**config.mk**
```make
export PLATFORM = sky130hd
export DESIGN_NAME = systolic_result_collector_flat
export DESIGN_NICKNAME = d
export VERILOG_FILES = /design/src/rtl/systolic_result_collector_if.sv /design/src/rtl/systolic_result_collector.sv /design/src/flat_wrapper.sv
export SDC_FILE = /design/constraint.sdc
export NUM_CORES = 1
export LEC_CHECK = 0
export ABC_AREA = 1
export ABC_CLOCK_PERIOD_IN_PS = 2200
export BUFFER_PORTS_ARGS = -buffer_cell sky130_fd_sc_hd__buf_2
export CORE_MARGIN = 10
export CORE_UTILIZATION = 39
export CTS_CLUSTER_SIZE = 14
export DETAILED_ROUTE_END_ITERATION = 10
export PLACE_DENSITY = 0.73
export SLEW_MARGIN = 10
export SYNTH_ARGS = -nofsm -noshare
export SYNTH_HDL_FRONTEND = slang
export SYNTH_SLANG_ARGS = --single-unit
```
**constraint.sdc**
```tcl
create_clock -name CLK -period 2.2 [get_ports CLK]
set_input_delay 0.22 -clock CLK [delete_from_list [all_inputs] [get_ports CLK]]
set_output_delay 0.22 -clock CLK [all_outputs]
set_load 0.1 [all_outputs]
```
**src/rtl/systolic_result_collector_if.sv**
```systemverilog
// Result stream from the systolic collector: row-major elements over valid/ready.
interface systolic_result_collector_if #(
  parameter int ACC_WIDTH = 10
);
  logic [ACC_WIDTH-1:0] data;
  logic [3:0]           index;
  logic                 valid;
  logic                 last;
  logic                 ready;

  modport master (output data, output index, output valid, output last, input ready);
  modport slave  (input data, input index, input valid, input last, output ready);
endinterface

```
**src/rtl/systolic_result_collector.sv**
```systemverilog
// Waits a fixed drain time after the feeder starts, snapshots the 3x3 accumulator array,
// streams it row-major over valid/ready, then pulses DONE and ACC_CLEAR together.
//
//  state  | meaning
//  S_IDLE | waiting for START
//  S_WAIT | draining the array; down-counter runs to the snapshot edge
//  S_SEND | streaming the nine buffered results
//  S_DONE | single cycle with DONE and ACC_CLEAR high
module systolic_result_collector #(
  parameter int WIDTH        = 4,
  parameter int ACC_WIDTH    = 2*WIDTH + 2,
  parameter int DRAIN_CYCLES = 7
) (
  input  logic                   CLK,
  input  logic                   RST,
  input  logic                   start_i,
  input  logic [9*ACC_WIDTH-1:0] c_in_i,
  systolic_result_collector_if.master out_if,
  output logic                   busy_o,
  output logic                   done_o,
  output logic                   acc_clear_o
);

  localparam int CW = (DRAIN_CYCLES > 1) ? $clog2(DRAIN_CYCLES) : 1;

  typedef enum logic [1:0] {S_IDLE, S_WAIT, S_SEND, S_DONE} state_e;

  state_e                 state_q, state_d;
  logic [CW-1:0]          cnt_q, cnt_d;
  logic [9*ACC_WIDTH-1:0] buf_q, buf_d;
  logic [ACC_WIDTH-1:0]   data_q, data_d;
  logic [3:0]             idx_q, idx_d;
  logic                   valid_q, valid_d;
  logic                   last_q, last_d;
  logic                   busy_q, busy_d;
  logic                   done_q, done_d;
  logic                   clr_q, clr_d;
  logic [3:0]             idx_inc;

  assign idx_inc = idx_q + 4'd1;

  always_ff @(posedge CLK or negedge RST) begin
    if (!RST) begin
      state_q <= S_IDLE;
      cnt_q   <= '0;
      buf_q   <= '0;
      data_q  <= '0;
      idx_q   <= '0;
      valid_q <= 1'b0;
      last_q  <= 1'b0;
      busy_q  <= 1'b0;
      done_q  <= 1'b0;
      clr_q   <= 1'b0;
    end else begin
      state_q <= state_d;
      cnt_q   <= cnt_d;
      buf_q   <= buf_d;
      data_q  <= data_d;
      idx_q   <= idx_d;
      valid_q <= valid_d;
      last_q  <= last_d;
      busy_q  <= busy_d;
      done_q  <= done_d;
      clr_q   <= clr_d;
    end
  end

  always_comb begin
    state_d = state_q;
    cnt_d   = cnt_q;
    buf_d   = buf_q;
    data_d  = data_q;
    idx_d   = idx_q;
    valid_d = valid_q;
    last_d  = last_q;
    done_d  = 1'b0;
    clr_d   = 1'b0;
    case (state_q)
      S_IDLE: begin
        if (start_i) begin
          state_d = S_WAIT;
          cnt_d   = CW'(DRAIN_CYCLES - 1);
        end
      end
      S_WAIT: begin
        // Terminal count lands exactly DRAIN_CYCLES edges after START was taken.
        if (cnt_q == '0) begin
          buf_d   = c_in_i;
          state_d = S_SEND;
          valid_d = 1'b1;
          idx_d   = 4'd0;
          data_d  = c_in_i[ACC_WIDTH-1:0];
          last_d  = 1'b0;
        end else begin
          cnt_d = cnt_q - 1'b1;
        end
      end
      S_SEND: begin
        if (valid_q && out_if.ready) begin
          if (idx_q == 4'd8) begin
            valid_d = 1'b0;
            last_d  = 1'b0;
            state_d = S_DONE;
            done_d  = 1'b1;
            clr_d   = 1'b1;
          end else begin
            idx_d  = idx_inc;
            data_d = buf_q[idx_inc*ACC_WIDTH +: ACC_WIDTH];
            last_d = (idx_inc == 4'd8);
          end
        end
      end
      S_DONE: state_d = S_IDLE;
      default: state_d = S_IDLE;
    endcase
    busy_d = (state_d != S_IDLE);
  end

  assign out_if.data  = data_q;
  assign out_if.index = idx_q;
  assign out_if.valid = valid_q;
  assign out_if.last  = last_q;
  assign busy_o       = busy_q;
  assign done_o       = done_q;
  assign acc_clear_o  = clr_q;

endmodule

```
**src/flat_wrapper.sv**
```systemverilog
// flat-port wrapper written by rule: the top's interface ports become plain ports
module systolic_result_collector_flat 
#(
  parameter int WIDTH        = 4,
  parameter int ACC_WIDTH    = 2*WIDTH + 2,
  parameter int DRAIN_CYCLES = 7
)
  (CLK, RST, start_i, c_in_i, busy_o, done_o, acc_clear_o, out_if_data, out_if_index, out_if_valid, out_if_last, out_if_ready);
  systolic_result_collector_if #(.ACC_WIDTH(ACC_WIDTH)) out_if_i ();
  input  logic CLK;
  input  logic RST;
  input  logic start_i;
  input  logic [9*ACC_WIDTH-1:0] c_in_i;
  output logic busy_o;
  output logic done_o;
  output logic acc_clear_o;
  output wire logic [$bits(out_if_i.data)-1:0] out_if_data;
  output wire logic [$bits(out_if_i.index)-1:0] out_if_index;
  output wire logic [$bits(out_if_i.valid)-1:0] out_if_valid;
  output wire logic [$bits(out_if_i.last)-1:0] out_if_last;
  input wire logic [$bits(out_if_i.ready)-1:0] out_if_ready;
  assign out_if_data = out_if_i.data;
  assign out_if_index = out_if_i.index;
  assign out_if_valid = out_if_i.valid;
  assign out_if_last = out_if_i.last;
  assign out_if_i.ready = out_if_ready;
  systolic_result_collector #(.WIDTH(WIDTH), .ACC_WIDTH(ACC_WIDTH), .DRAIN_CYCLES(DRAIN_CYCLES)) u_core (.CLK(CLK), .RST(RST), .start_i(start_i), .c_in_i(c_in_i), .out_if(out_if_i), .busy_o(busy_o), .done_o(done_o), .acc_clear_o(acc_clear_o));
endmodule
```
==> results by group <==
Routing
  • Final ANT Viol Nets: 0
  • Drt first pass iters: 6
  • Post-DR wirelength/cell: 15.65 um
  • Iter 0 DRT Violations: 597
  • Total routed wirelength: 16890 um
  • # DRC: 0
  • Vias per inst: 4.903
  • Vias: 5290

Power and ir drop
  • Pwr/cell area: 1604 nW/um^2
  • Worst vdd ir: 0.6240 mV
  • Leak: 0.003690 uW

Setup path
  • Launching point of the worst reg2reg path: u_core.state_q[1]
  • Most frequent CP cell: buf_4
  • Crit path cell chain: inv_1 -> ha_1 -> nand3_2 -> buf_4 -> inv_2 -> buf_4 -> nand2_1 -> o21ai_0
  • R2R setup slack: 0.26 ns
  • Startpoint type of the worst setup path: flip-flop
  • Reg2Reg Depth: 8
  • Worst setup EP type: flip-flop
  • Setup CP Type: flip-flop to flip-flop
  • Crit path largest cell delay: 0.39 ns
  • Crit path max fanout: 41
  • Worst path slowest cell: dfrtp_1
  • CP bufs+invs: 4
  • WP data arrival: 2.28 ns
  • Critical path's top delay family: buffers and inverters
  • Crit Reg-Reg Endpoint: u_core.buf_q[15]
  • CP Data Required Time: 2.54 ns

Yosys
  • Synthesized instance count: 751
  • Yosys cell types: 22
  • Synth area leader: dfrtp_1
  • Largest family of logic cells by synthesized area: simple AND/OR/NAND/NOR gates
  • Synthesized Nets: 853
  • Flops & latches, synth: 113
  • Post-synthesis adder-cell area fraction: 1.801%
  • Dominant cells by area after synthesis: dfrtp_1 51%, nand2_1 20%, o21ai_0 7.4%
  • Post-Synth Simple-Gate Area: 29.37%
  • Synthesized area: 5559 sq um
  • Top-area cell type share of the netlist area: 50.87%
  • Synth Area in XOR/XNOR: 0.7652%
  • Avg Cell Area, Syn: 7.402 sq um
  • Post-synthesis sequential area ratio: 50.87%
  • Compound-Gate Fraction of Synth Area: 9.498%
  • Fraction of synthesized area in multiplexers: 0%
  • Warnings, synthesis: 0

STA
  • Min Clock Period, post-route: 1.944 ns
  • Final Max Slew Viols: 0
  • Tightest Pin Transition: 0.5007 ns
  • Period utilisation layout: 88.36%
  • Worst clock skew: 0.007937 ns
  • Final setup viols: 0
  • Minimum hold slack: 0.01242 ns
  • Fin. Hold Viols: 0
  • FMAX: 514.4 MHz
  • RSZ-0062 raised after global routing: false
  • Setup TNS Final: 0 ns
  • Relative slew slack: 66.85%

Die
  • Ports: 113
  • Initial Utilization: 39.89%
  • Die area: 19430 sq um
  • Die Y: 139.4 um
  • Row Count: 43
  • DIE WIDTH: 139.4 um
  • Core Region: 13930 sq um

GRT
  • Largest net degree at the start of global routing: 49
  • Initial antenna violation count: 0
  • GR Overflow Total: 0
  • First-pass GRT wire length: 27810 um
  • Total GRT Usage: 17.66%
  • Vias in the first global route: 5363

Final layout
  • N_diodes: 0
  • Final net count: 989
  • Area Overhead vs Synth: 29.44%
  • Filler Cells Inserted: 1308
  • Highest-count cells in the layout ignoring fill and taps: 289 x nand2_1, 111 x buf_2, 111 x dfrtp_1, 82 x o21ai_0, 79 x nor2_1
  • Commonest non-fill, non-tap cell in the layout: nand2_1
  • Share of cells above drive strength 1: 18.69%

Clock tree
  • Worst skew pair latency: 0.42 ns
  • Clock slew at reported path FFs: 0.06 ns
  • CTS buffer count: 17
  • CTS sink count: 113
  • Clk root buf: clkbuf_16
  • H-tree levels: 4
  • Worst-case clock buffer depth: 2
  • CTS tree: done

Min path
  • Min-delay src: c_in_i[48]
  • Worst hold path class: input pin to flip-flop
  • Hold EP: u_core.buf_q[48]
  • Worst Hold Depth: 3

Place
  • HPWL after DPL: 12380 um
  • Input/output buffers: 112
  • Gpl congestion: 0.9340

Status
  • Status: finished, final reports clean

Flow run
  • Max-cap check violation count: 0
[registers in the layout (all words and copies together) (netlist names)]
name,count
u_core.out_if.valid,1
u_core.cnt_q,3
u_core.state_q,2
u_core.out_if.index,4
u_core.out_if.last,1
u_core.out_if.data,10
u_core.buf_q,90
u_core.acc_clear_o,1
u_core.busy_o,1
[final cells by class]
cell class / count / area [sq um] / area share (%)
Sequential cell: 113 / 2833 / 39.37
Multi-Input combinational cell: 533 / 2303 / 32.01
Timing Repair Buffer: 160 / 1016 / 14.12
Clock buffer: 20 / 446.7 / 6.208
Inverter: 62 / 232.7 / 3.234
Tap cell: 180 / 225.2 / 3.130
Clock inverter: 11 / 138.9 / 1.930
[kinds of logic after synthesis]
family	after synthesis
compound gates	104
simple gates	417
flops	113
xor+xnor	4
fa+ha+maj	8
buf+inv	105
[repair_timing]
action,in CTS,in global routing
hold endpoints to repair,54,0
hold buffers,27,0
setup buffers,0,0
resized for setup,0,0
[synthesized netlist by cell type, drive strengths merged]
cell	n
a21boi	1
a21oi	18
buf	24
clkbuf	19
dfrtp	113
ha	8
inv	62
nand2	289
nand3	39
nand4	1
nor2	79
nor3	9
o211ai	1
o21ai	82
o22ai	2
xnor2	1
xor2	3
[power breakdown]
group,leakage [uW],internal (uW),switching [uW],total (uW)
registers,0.00114,3070,566,3630
logic,0.00226,1570,3590,5160
clock network,0.000285,1790,957,2750
total,0.00369,6430,5110,11500
[per-stage QoR]
stage | utilization, % | worst slack [ns] | area (sq um) | instances | total power (uW)
6_report | 51.64 | 0.2561 | 7196 | 1079 | 11540
5_1_grt | 51.64 | 0.07408 | 7196 | 1079 | 12380
4_1_cts | 51.64 | 0.2631 | 7196 | 1079 | 11560
3_5_place_dp | 45.50 | 0.3071 | 6340 | 1021 | 8728
3_3_place_gp | 45.50 | 0.2909 | 6340 | 1021 | 8667
2_1_floorplan | - | 0.006565 | 5580 | 751 | 7338
[worst min-delay path, delay by kind of cell]
family	cells	cell delay, ns
AO/OA/AOI/OAI	1	0.06
buffers and inverters	1	0.07
AND/OR/NAND/NOR	1	0.04
[routing by layer]
| metal | vias up | GRT usage, % | part of all wire (%) |
|---|---|---|---|
| met4 | 0 | 6.809 | 2.7 |
| met2 | 223 | 27.52 | 46 |
| met3 | 39 | 5.648 | 8.1 |
| li1 | 2600 | - | - |
| met1 | 2428 | 22.24 | 43 |
| met5 | - | 0 | 0 |
[worst max path at each step]
stage	slack, ns	startpoint	endpoint	depth (start not counted)
after floorplan	0.007	u_core.out_if.index[0]	u_core.out_if.data[3]	13
after global placement	0.29	u_core.state_q[1]	u_core.buf_q[19]	8
after detailed placement	0.31	u_core.state_q[1]	u_core.buf_q[12]	7
after CTS	0.26	u_core.state_q[1]	u_core.buf_q[15]	8
after global routing	0.07	u_core.state_q[1]	u_core.buf_q[13]	8
final	0.26	u_core.state_q[1]	u_core.buf_q[15]	8
No activity file was read; power rests on OpenSTA's default activity.
